$ cat src/rtl/led_seq_pkg.sv
// Shared types and constants for the LED step sequencer: FSM states, MODE
// encodings, legal channel-count range and the latched run configuration.
package led_seq_pkg;

    localparam int unsigned CH_MIN = 2;
    localparam int unsigned CH_MAX = 16;

    localparam logic [1:0] MODE_LOOP     = 2'b00;
    localparam logic [1:0] MODE_ONEPASS  = 2'b01;
    localparam logic [1:0] MODE_PINGPONG = 2'b10;
    localparam logic [1:0] MODE_LOOP_ALT = 2'b11;

    typedef enum logic {
        ST_IDLE = 1'b0,
        ST_RUN  = 1'b1
    } seq_state_e;

    typedef struct packed {
        logic [1:0] mode;
        logic       dir;
    } seq_cfg_t;

endpackage

$ cat src/rtl/led_seq_dwell_timer.sv
// Dwell counter for one LED step: counts 0..period-1 while enabled and wraps,
// flagging the terminal count combinationally so the sequencer advances on it.
module led_seq_dwell_timer #(
    parameter int unsigned PW = 24
) (
    input  logic          clk,
    input  logic          rst_n,
    input  logic          i_clr,
    input  logic          i_en,
    input  logic [PW-1:0] i_period,
    output logic          o_tc_c
);

    logic [PW-1:0] r_cnt;

    assign o_tc_c = i_en && (r_cnt == (i_period - PW'(1)));

    always_ff @(posedge clk or negedge rst_n) begin
        if (!rst_n) begin
            r_cnt <= '0;
        end else if (i_clr) begin
            r_cnt <= '0;
        end else if (i_en) begin
            r_cnt <= o_tc_c ? '0 : r_cnt + PW'(1);
        end
    end

endmodule

$ cat src/rtl/led_step_sequencer.sv
// One-hot LED chaser with loop / one-pass modes and START-edge restart.
// Define LED_SEQ_PINGPONG_EN to run MODE=10 as ping-pong; otherwise it loops.
module led_step_sequencer
    import led_seq_pkg::*;
#(
    parameter int unsigned CH = 4,
    parameter int unsigned PW = 24
) (
    input  logic          CLK,
    input  logic          RN,
    input  logic          START,
    input  logic          STOP,
    input  logic [1:0]    MODE,
    input  logic          DIR,
    input  logic [PW-1:0] PERIOD,
    output logic [CH-1:0] LED,
    output logic          BUSY,
    output logic          STEP,
    output logic          DONE
);

    localparam int unsigned IW = (CH > 1) ? $clog2(CH) : 1;
    localparam logic [IW-1:0] IDX_LAST = IW'(CH - 1);

    if (CH < CH_MIN || CH > CH_MAX) begin : g_ch_range
        $error("led_step_sequencer: CH out of legal range");
    end

    seq_state_e    r_state,  w_state_nxt;
    seq_cfg_t      r_cfg,    w_cfg_nxt;
    logic [PW-1:0] r_period, w_period_nxt;
    logic [IW-1:0] r_idx,    w_idx_nxt;
    logic [CH-1:0] r_led,    w_led_nxt;
    logic          r_busy,   w_busy_nxt;
    logic          r_step,   w_step_nxt;
    logic          r_done,   w_done_nxt;
    logic          r_start_q;
    logic          r_armed;
`ifdef LED_SEQ_PINGPONG_EN
    logic          r_rev,    w_rev_nxt;
`endif

    logic          w_start_edge;
    logic          w_tc;
    logic          w_tmr_clr;
    logic          w_at_end;
    logic [IW-1:0] w_idx_fwd;

    // r_armed stays low for the first cycle after reset so a START level held
    // through reset release is absorbed into r_start_q instead of firing.
    assign w_start_edge = START && !r_start_q && r_armed;

    assign w_at_end  = r_cfg.dir ? (r_idx == '0) : (r_idx == IDX_LAST);
    assign w_idx_fwd = r_cfg.dir ? ((r_idx == '0)      ? IDX_LAST : r_idx - IW'(1))
                                 : ((r_idx == IDX_LAST) ? '0       : r_idx + IW'(1));

    led_seq_dwell_timer #(
        .PW (PW)
    ) u_dwell (
        .clk      (CLK),
        .rst_n    (RN),
        .i_clr    (w_tmr_clr),
        .i_en     (r_state == ST_RUN),
        .i_period (r_period),
        .o_tc_c   (w_tc)
    );

    always_ff @(posedge CLK or negedge RN) begin
        if (!RN) begin
            r_state   <= ST_IDLE;
            r_cfg     <= '0;
            r_period  <= PW'(1);
            r_idx     <= '0;
            r_led     <= '0;
            r_busy    <= 1'b0;
            r_step    <= 1'b0;
            r_done    <= 1'b0;
            r_start_q <= 1'b0;
            r_armed   <= 1'b0;
`ifdef LED_SEQ_PINGPONG_EN
            r_rev     <= 1'b0;
`endif
        end else begin
            r_state   <= w_state_nxt;
            r_cfg     <= w_cfg_nxt;
            r_period  <= w_period_nxt;
            r_idx     <= w_idx_nxt;
            r_led     <= w_led_nxt;
            r_busy    <= w_busy_nxt;
            r_step    <= w_step_nxt;
            r_done    <= w_done_nxt;
            r_start_q <= START;
            r_armed   <= 1'b1;
`ifdef LED_SEQ_PINGPONG_EN
            r_rev     <= w_rev_nxt;
`endif
        end
    end

    // Next-state: STOP beats a START edge, which beats a dwell expiry.
    always_comb begin
        w_state_nxt  = r_state;
        w_cfg_nxt    = r_cfg;
        w_period_nxt = r_period;
        w_idx_nxt    = r_idx;
        w_step_nxt   = 1'b0;
        w_done_nxt   = 1'b0;
        w_tmr_clr    = 1'b0;
`ifdef LED_SEQ_PINGPONG_EN
        w_rev_nxt    = r_rev;
`endif

        if (STOP) begin
            w_state_nxt = ST_IDLE;
            w_tmr_clr   = 1'b1;
        end else if (w_start_edge) begin
            w_state_nxt  = ST_RUN;
            w_cfg_nxt    = '{mode: MODE, dir: DIR};
            w_period_nxt = (PERIOD == '0) ? PW'(1) : PERIOD;
            w_idx_nxt    = DIR ? IDX_LAST : '0;
            w_tmr_clr    = 1'b1;
`ifdef LED_SEQ_PINGPONG_EN
            w_rev_nxt    = DIR;
`endif
        end else if (r_state == ST_RUN && w_tc) begin
            case (r_cfg.mode)
                MODE_ONEPASS: begin
                    if (w_at_end) begin
                        w_state_nxt = ST_IDLE;
                        w_done_nxt  = 1'b1;
                    end else begin
                        w_idx_nxt  = w_idx_fwd;
                        w_step_nxt = 1'b1;
                    end
                end
`ifdef LED_SEQ_PINGPONG_EN
                MODE_PINGPONG: begin
                    w_step_nxt = 1'b1;
                    if (!r_rev && r_idx == IDX_LAST) begin
                        w_idx_nxt = r_idx - IW'(1);
                        w_rev_nxt = 1'b1;
                    end else if (r_rev && r_idx == '0) begin
                        w_idx_nxt = r_idx + IW'(1);
                        w_rev_nxt = 1'b0;
                    end else begin
                        w_idx_nxt = r_rev ? r_idx - IW'(1) : r_idx + IW'(1);
                    end
                end
                MODE_LOOP, MODE_LOOP_ALT: begin
                    w_idx_nxt  = w_idx_fwd;
                    w_step_nxt = 1'b1;
                end
`else
                MODE_LOOP, MODE_PINGPONG, MODE_LOOP_ALT: begin
                    w_idx_nxt  = w_idx_fwd;
                    w_step_nxt = 1'b1;
                end
`endif
            endcase
        end

        w_busy_nxt = (w_state_nxt == ST_RUN);
        w_led_nxt  = w_busy_nxt ? (CH'(1) << w_idx_nxt) : '0;
    end

    assign LED  = r_led;
    assign BUSY = r_busy;
    assign STEP = r_step;
    assign DONE = r_done;

endmodule

$ cat config.mk
export PLATFORM = sky130hd
export DESIGN_NAME = led_step_sequencer
export DESIGN_NICKNAME = d
export VERILOG_FILES = /design/src/rtl/led_seq_pkg.sv /design/src/rtl/led_seq_dwell_timer.sv /design/src/rtl/led_step_sequencer.sv
export SDC_FILE = /design/constraint.sdc
export NUM_CORES = 1
export LEC_CHECK = 0
export ABC_CLOCK_PERIOD_IN_PS = 3600
export CAP_MARGIN = 40
export CORE_MARGIN = 2
export CORE_UTILIZATION = 29
export CTS_CLUSTER_DIAMETER = 80
export DETAILED_ROUTE_END_ITERATION = 6
export PLACE_DENSITY = 0.54
export SLEW_MARGIN = 20
export SYNTH_ARGS = -nofsm -noshare
export SYNTH_HDL_FRONTEND = slang
export SYNTH_SLANG_ARGS = --single-unit
$ cat constraint.sdc
create_clock -name CLK -period 3.6 [get_ports CLK]
set_clock_uncertainty 0.05 [all_clocks]
set_input_delay 0.36 -clock CLK [delete_from_list [all_inputs] [get_ports CLK]]
set_output_delay 0.36 -clock CLK [all_outputs]
set_load 0.005 [all_outputs]
==> results by group, run 1 <==
Logic synthesis
  • Post-synth cell types: 68
  • Post-Syn Nets: 424
  • Syn Inst Count: 389
  • Mean Syn Cell Area: 9.75 um2
  • Flip-flop and latch count after synthesis: 62
  • Asr flop ratio synth: 1.00
  • Netlist Area Pre-Place: 0.00379 mm2
  • EDFF count, synth: 0
  • Top_reg_cell synth: dfrtp_1
  • Post-synthesis sequential area ratio: 0.410
  • YS warnings: 0

Drt
  • DRC: 0
  • Via count: 3106
  • Vias per cell: 5.02
  • Initial DRT Pass Iterations: 6
  • Antenna-violating nets left: 0
  • Final WL: 9.37 mm
  • Initial DRC count: 175
  • Routed WL per cell: 15.1 um

Pwr
  • PD cells: 474 mW/mm2
  • Worst VDD drop: 0.272 mV
  • Total Power: 0.00226 W
  • Leakage: 1.95 nW

Timing
  • Final cycle utilization of the critical path: 0.952
  • Fin crit period: 3.43 ns
  • Hold Fails Final Rpt: 0
  • Fin. max-slew vios: 0
  • Worst Max-Slew Pin Slew: 0.635 ns
  • Normalized max-slew margin: 0.573
  • Final WS setup: 0.171 ns
  • Endpoints failing setup: 0
  • Fmax: 0.292 GHz

Setup path
  • Critical path peak fanout: 9
  • CP peak stage delay: 0.51 ns
  • Critical Path AT: 3.63 ns
  • Type of origin of the critical path: register
  • Most frequent CP cell: buf_4
  • Crit. End Element: register
  • CP cell instances: nor4_2 > nand4_4 > buf_4 > or3_2 > and4_1 > nand4b_1 > nor4b_4 > buf_4 > or2_1 > buf_4 > or3_1 > o21ai_0
  • Slowest CP cell: dfrtp_1
  • Critical path class: register to register
  • Crit path required time: 3.80 ns

Global route
  • Vias in the first global route: 3010
  • Initial antenna violation count: 0
  • GRT Overall Usage: 0.139
  • GRT Residual Overflow: 0
  • Largest net degree at the start of global routing: 31
  • First-pass GRT wire length: 15.8 mm

Final layout
  • Antenna cell count: 0
  • Final #Nets: 477
  • Layout cells sized above 1: 0.197
  • Area grow syn2layout: 26.0%

Clock network
  • Clk buf depth: 2
  • Clock latency at the later pin of the worst-skew pair: 0.33 ns
  • Clock sink count: 62
  • H-tree levels: 3
  • Clock transition at the registers of the reported paths: 0.05 ns
  • Root Buffer: clkbuf_16
  • TritonCTS Buffers: 9
  • TritonCTS clock tree: built

Place
  • Post-Place Worst Slack: 0.104 ns
  • Hpwl dp: 6.91 mm
  • Final Wtd Congestion: 0.825
  • Buffers added on ports: 37

Floorplan
  • Starting Density: 0.299
  • # rows: 41
  • Die height: 118 um
  • Core Box Area: 0.0127 mm2
  • Die area: 0.0140 mm2
  • Die width: 118 um
  • IO Pins: 38

Job
  • MaxCap Viol Count: 0

Worst hold path
  • Worst min path class: input port to register

Run status
  • Status: finished clean
==> layer usage <==
metal  track usage  vias up  share of wire  wire length, um
li1              -     1537              -                -
met1         0.192     1494           0.49             4570
met2         0.217       63           0.46             4310
met3        0.0323       12          0.039              370
met4        0.0407        0          0.013              119
met5             0        -              0                0
==> cells in the final DEF (no fill, tap or decap), drive strengths merged, types with 3 or more instances in the layout <==
master	instances
nand3	15
mux2	26
a211oi	3
nor3	10
clkdlybuf4s50	36
nand2	25
ha	4
nand4	6
dfrtp	61
nor3b	4
xnor2	18
nor2	23
nor2b	7
or4	4
xor2	12
nor4	14
and2	4
and3	11
inv	11
a21o	7
or2	4
o21ai	23
clkbuf	12
a21oi	16
buf	23
or3	15
a22o	3
a31oi	10
==> final timing paths <==
path,startpoint,to,slack (ns),depth (start not counted)
worst min register to register,r_cfg[2],r_cfg[2],0.46,1
max in group asynchronous,RN,r_period[10],2.38,3
worst min-delay path,START,r_start_q,0.45,1
worst max-delay path,r_period[8],u_dwell.r_cnt[23],0.17,12
worst max register to register,r_period[8],u_dwell.r_cnt[23],0.17,12
min in group asynchronous,RN,u_dwell.r_cnt[10],0.46,2
==> per-stage QoR <==
| stage | cells | utilization | setup TNS [ns] | area (um2) | hold slack (ns) |
|---|---|---|---|---|---|
| 4_1_cts | 616 | 0.373 | 0 | 4730 | 0.441 |
| 2_1_floorplan | 389 | - | 0 | 3790 | 0.0144 |
| 3_3_place_gp | 598 | 0.346 | 0 | 4380 | 0.438 |
| 3_5_place_dp | 599 | 0.347 | 0 | 4400 | 0.273 |
| 5_1_grt | 619 | 0.377 | -0.0246 | 4780 | 0.460 |
| 6_report | 619 | 0.377 | 0 | 4780 | 0.449 |
==> final cells by class <==
type	count	area, um2
Timing Repair Buffer	60	553
Multi-Input combinational cell	298	2100
Tap cell	172	215
Fill cell	1302	7900
Inverter	11	41.3
Clock inverter	4	70.1
Clock buffer	12	246
Sequential cell	62	1550
==> cell families after synthesis <==
group                      Yosys count  synth area share
muxes                               28            0.0825
buffers and inverters               29            0.0449
DFF                                 62             0.410
xor gates and xnor gates            30            0.0693
other                                1          0.000989
and+or+nand+nor                    155             0.242
adders and majority gates            4            0.0132
AOI/OAI and AO/OA                   80             0.138
==> repair_timing <==
action,4_1_cts,5_1_grt
hold buffers,1,0
gates resized for setup,0,5
endpoints found under the setup margin,0,23
endpoints found under the hold margin,13,0
setup buffers,0,3
==> synthesized netlist by cell type, types with 11 or more instances <==
master,instances,area [um2]
xnor2_1,18,158
mux2_2,26,293
dfrtp_1,61,1530
nor4_1,11,68.8
xor2_1,12,105
o21ai_0,19,95.1
nor2_1,23,86.3
nand2_1,25,93.8
nand3_1,15,75.1
a21oi_1,16,80.1
or3_1,14,87.6
==> worst max-delay path: cells and delay by family (launching register included) <==
kind | cells | cell delay [ns]
compound gates | 1 | 0.08
buf+inv | 3 | 0.54
simple gates | 8 | 2.14
flops | 1 | 0.51
==> report_power, final <==
| group | switching (W) | internal, W | leakage [nW] | total (W) |
|---|---|---|---|---|
| sequential | 0.000104 | 0.000771 | 0.801 | 0.000875 |
| clock | 0.000306 | 0.000623 | 0.157 | 0.000928 |
| combinational | 0.000217 | 0.000244 | 0.989 | 0.000460 |
| total | 0.000626 | 0.00164 | 1.95 | 0.00226 |
==> state kept, by name (all words and copies together), names as in the netlist <==
name and cells:
DONE 1, r_period 24, LED 4, BUSY 1, r_start_q 1, r_armed 1
r_idx 2, r_cfg 3, u_dwell.r_cnt 24, STEP 1
Power figures use the tool's default switching activity.
==> run 2, diff against run 1 <==
- GPL_TIMING_DRIVEN: unset -> 0
==> run 2 against run 1 <==
Compared with the run above:
- power decreased by 4.7%
- critical path depth did not move
- routed wire length increased by 3.0%
- fmax rose by 1.5%
- design area is 0.10% higher
==> results by group, run 2 (synthesized netlist as in run 1, its figures left out) <==
Timing
  • Hold Fails Final Rpt: 0 (unchanged)
  • Endpoints failing setup: 0 (unchanged)
  • Worst Max-Slew Pin Slew: 0.632 ns (-0.00256 ns)
  • Fin crit period: 3.38 ns (-0.0502 ns)
  • Fin. max-slew vios: 0 (unchanged)
  • Final WS setup: 0.221 ns (+0.0502 ns)
  • Normalized max-slew margin: 0.575 (+0.00172)
  • Fmax: 0.296 GHz (+1.5%)
  • Min Hold Slack: 0.434 ns (-0.0143 ns)
  • Final cycle utilization of the critical path: 0.939 (-0.0139)

Setup path
  • Crit path required time: 3.77 ns (-0.03 ns)
  • CP Buf/Inv Count: 3 (unchanged)
  • Top cell family by delay on the critical path: simple AND/OR/NAND/NOR gates
  • Critical path class: register to register
  • Crit. End Element: register
  • Critical path peak fanout: 10 (+1)
  • Slowest CP cell: nor4b_4
  • Most frequent CP cell: buf_6
  • Critical Path AT: 3.55 ns (-0.08 ns)
  • CP cell instances: clkbuf_8 > nor4_4 > nand4_2 > or3_1 > o31ai_1 > nand4b_1 > nor4b_4 > or2_1 > buf_6 > buf_6 > o21ai_0 > a21o_1
  • Type of origin of the critical path: register
  • CP peak stage delay: 0.51 ns (about the same)

Clock network
  • TritonCTS Buffers: 9 (unchanged)
  • TritonCTS clock tree: built
  • Clk buf depth: 2 (unchanged)
  • H-tree levels: 3 (unchanged)
  • Clock sink count: 62 (unchanged)
  • Clock transition at the registers of the reported paths: 0.05 ns (about the same)
  • Root Buffer: clkbuf_16
  • Clock latency at the later pin of the worst-skew pair: 0.33 ns (about the same)

Place
  • Hpwl dp: 7.21 mm (+4.4%)
  • Post-Place Worst Slack: -0.0216 ns (-0.125 ns)
  • Final Wtd Congestion: 0.820 (-0.69%)
  • # placed instances: 599 (unchanged)
  • Placed cell area: 0.00439 mm2 (-0.14%)
  • Buffers added on ports: 37 (unchanged)

Worst hold path
  • Worst min path class: input port to async pin

Final layout
  • Antenna cell count: 0 (unchanged)
  • Sequential cell area: 0.00155 mm2 (about the same)
  • Final #Nets: 476 (-0.21%)
  • Final instance area: 0.00478 mm2 (+0.10%)
  • Most frequent cells in the layout: dfrtp_1, clkdlybuf4s50_1, mux2_2, nand2_1, nor2_1
  • # fillers: 1269 (-2.5%)
  • Commonest non-fill, non-tap cell in the layout: dfrtp_1
  • Area grow syn2layout: 26.1%
  • Multi-input gate area: 0.00215 mm2 (+2.7%)
  • Finished Layout Cells: 618 (-0.16%)
  • Core Util, Final: 0.377 (+0.000395)
  • Layout cells sized above 1: 0.184 (-0.0130)

Floorplan
  • # rows: 41 (unchanged)
  • Core Box Area: 0.0127 mm2 (unchanged)
  • Die width: 118 um (unchanged)
  • IO Pins: 38 (unchanged)
  • Starting Density: 0.299 (unchanged)
  • Die height: 118 um (unchanged)
  • Die area: 0.0140 mm2 (unchanged)

Drt
  • DRC: 0 (unchanged)
  • Final WL: 9.65 mm (+3.0%)
  • Initial DRC count: 167 (-4.6%)
  • Initial DRT Pass Iterations: 7 (+1)
  • Vias per cell: 5.12 (+2.1%)
  • Antenna-violating nets left: 0 (unchanged)
  • Routed WL per cell: 15.6 um (+3.2%)
  • Via count: 3166 (+1.9%)

Pwr
  • Leakage: 1.90 nW (-2.2%)
  • PD cells: 452 mW/mm2 (-4.8%)
  • Worst VDD drop: 0.231 mV (-15%)

Global route
  • Initial antenna violation count: 0 (unchanged)
  • Vias in the first global route: 3173 (+5.4%)
  • First-pass GRT wire length: 16.0 mm (+1.4%)
  • Largest net degree at the start of global routing: 39 (+26%)
  • GRT Residual Overflow: 0 (unchanged)
  • GRT Overall Usage: 0.142 (+0.00281)

Job
  • MaxCap Viol Count: 0 (unchanged)

Run status
  • Status: finished clean
run 2: cell types whose count changed in the layout (fill, tap and decap cells not counted), sizes merged:
cell,delta
bufinv,-2
clkinv,-1
buf,-9
clkbuf,+11
run 2: final timing paths:
path                                           to        start  depth (start not counted)  slack, ns
worst max-delay path            u_dwell.r_cnt[15]  r_period[7]                         12       0.22
worst min-delay path             u_dwell.r_cnt[3]           RN                          2       0.43
worst max register to register  u_dwell.r_cnt[15]  r_period[7]                         12       0.22
worst min register to register           r_cfg[2]     r_cfg[2]                          1       0.45
max in group asynchronous                r_cfg[2]           RN                          3       2.54
min in group CLK                         r_cfg[2]     r_cfg[2]                          1       0.45
run 2: final cells by class:
cell class / instances / share of cell area
plain buffers: 18 / 0.0275
clock buffers: 15 / 0.0560
clock inverters: 1 / 0.00105
inverters: 11 / 0.00864
multi-input cells: 298 / 0.450
flip-flops and latches: 62 / 0.325
well taps: 172 / 0.0450
repair buffers: 41 / 0.0864
run 2: repair_timing:
action | in CTS | in global routing
hold buffers | 1 | 0
resized for setup | 1 | 15
setup endpoints to repair | 7 | 30
buffers inserted | 0 | 2
endpoints found under the hold margin | 23 | 0
pin swaps | 0 | 7
run 2: report_power, final:
group | internal (W) | switching [W]
combinational | 0.000248 | 0.000235
sequential | 0.000772 | 0.000106
clock | 0.000503 | 0.000294
total | 0.00152 | 0.000635
run 2: per-stage QoR:
stage | power [W] | setup TNS (ns)
finish | 0.00216 | 0
global route | 0.00227 | -0.0111
CTS | 0.00214 | 0
detailed placement | 0.00133 | -0.0473
global placement | 0.00131 | -1.51
floorplan | 0.00118 | 0
run 2: per-layer routing:
layer / up-vias / part of all wire / track usage
met5: - / 0 / 0
met3: 14 / 0.035 / 0.0343
met2: 48 / 0.47 / 0.227
met4: 0 / 0.015 / 0.0437
met1: 1568 / 0.48 / 0.190
li1: 1536 / - / -
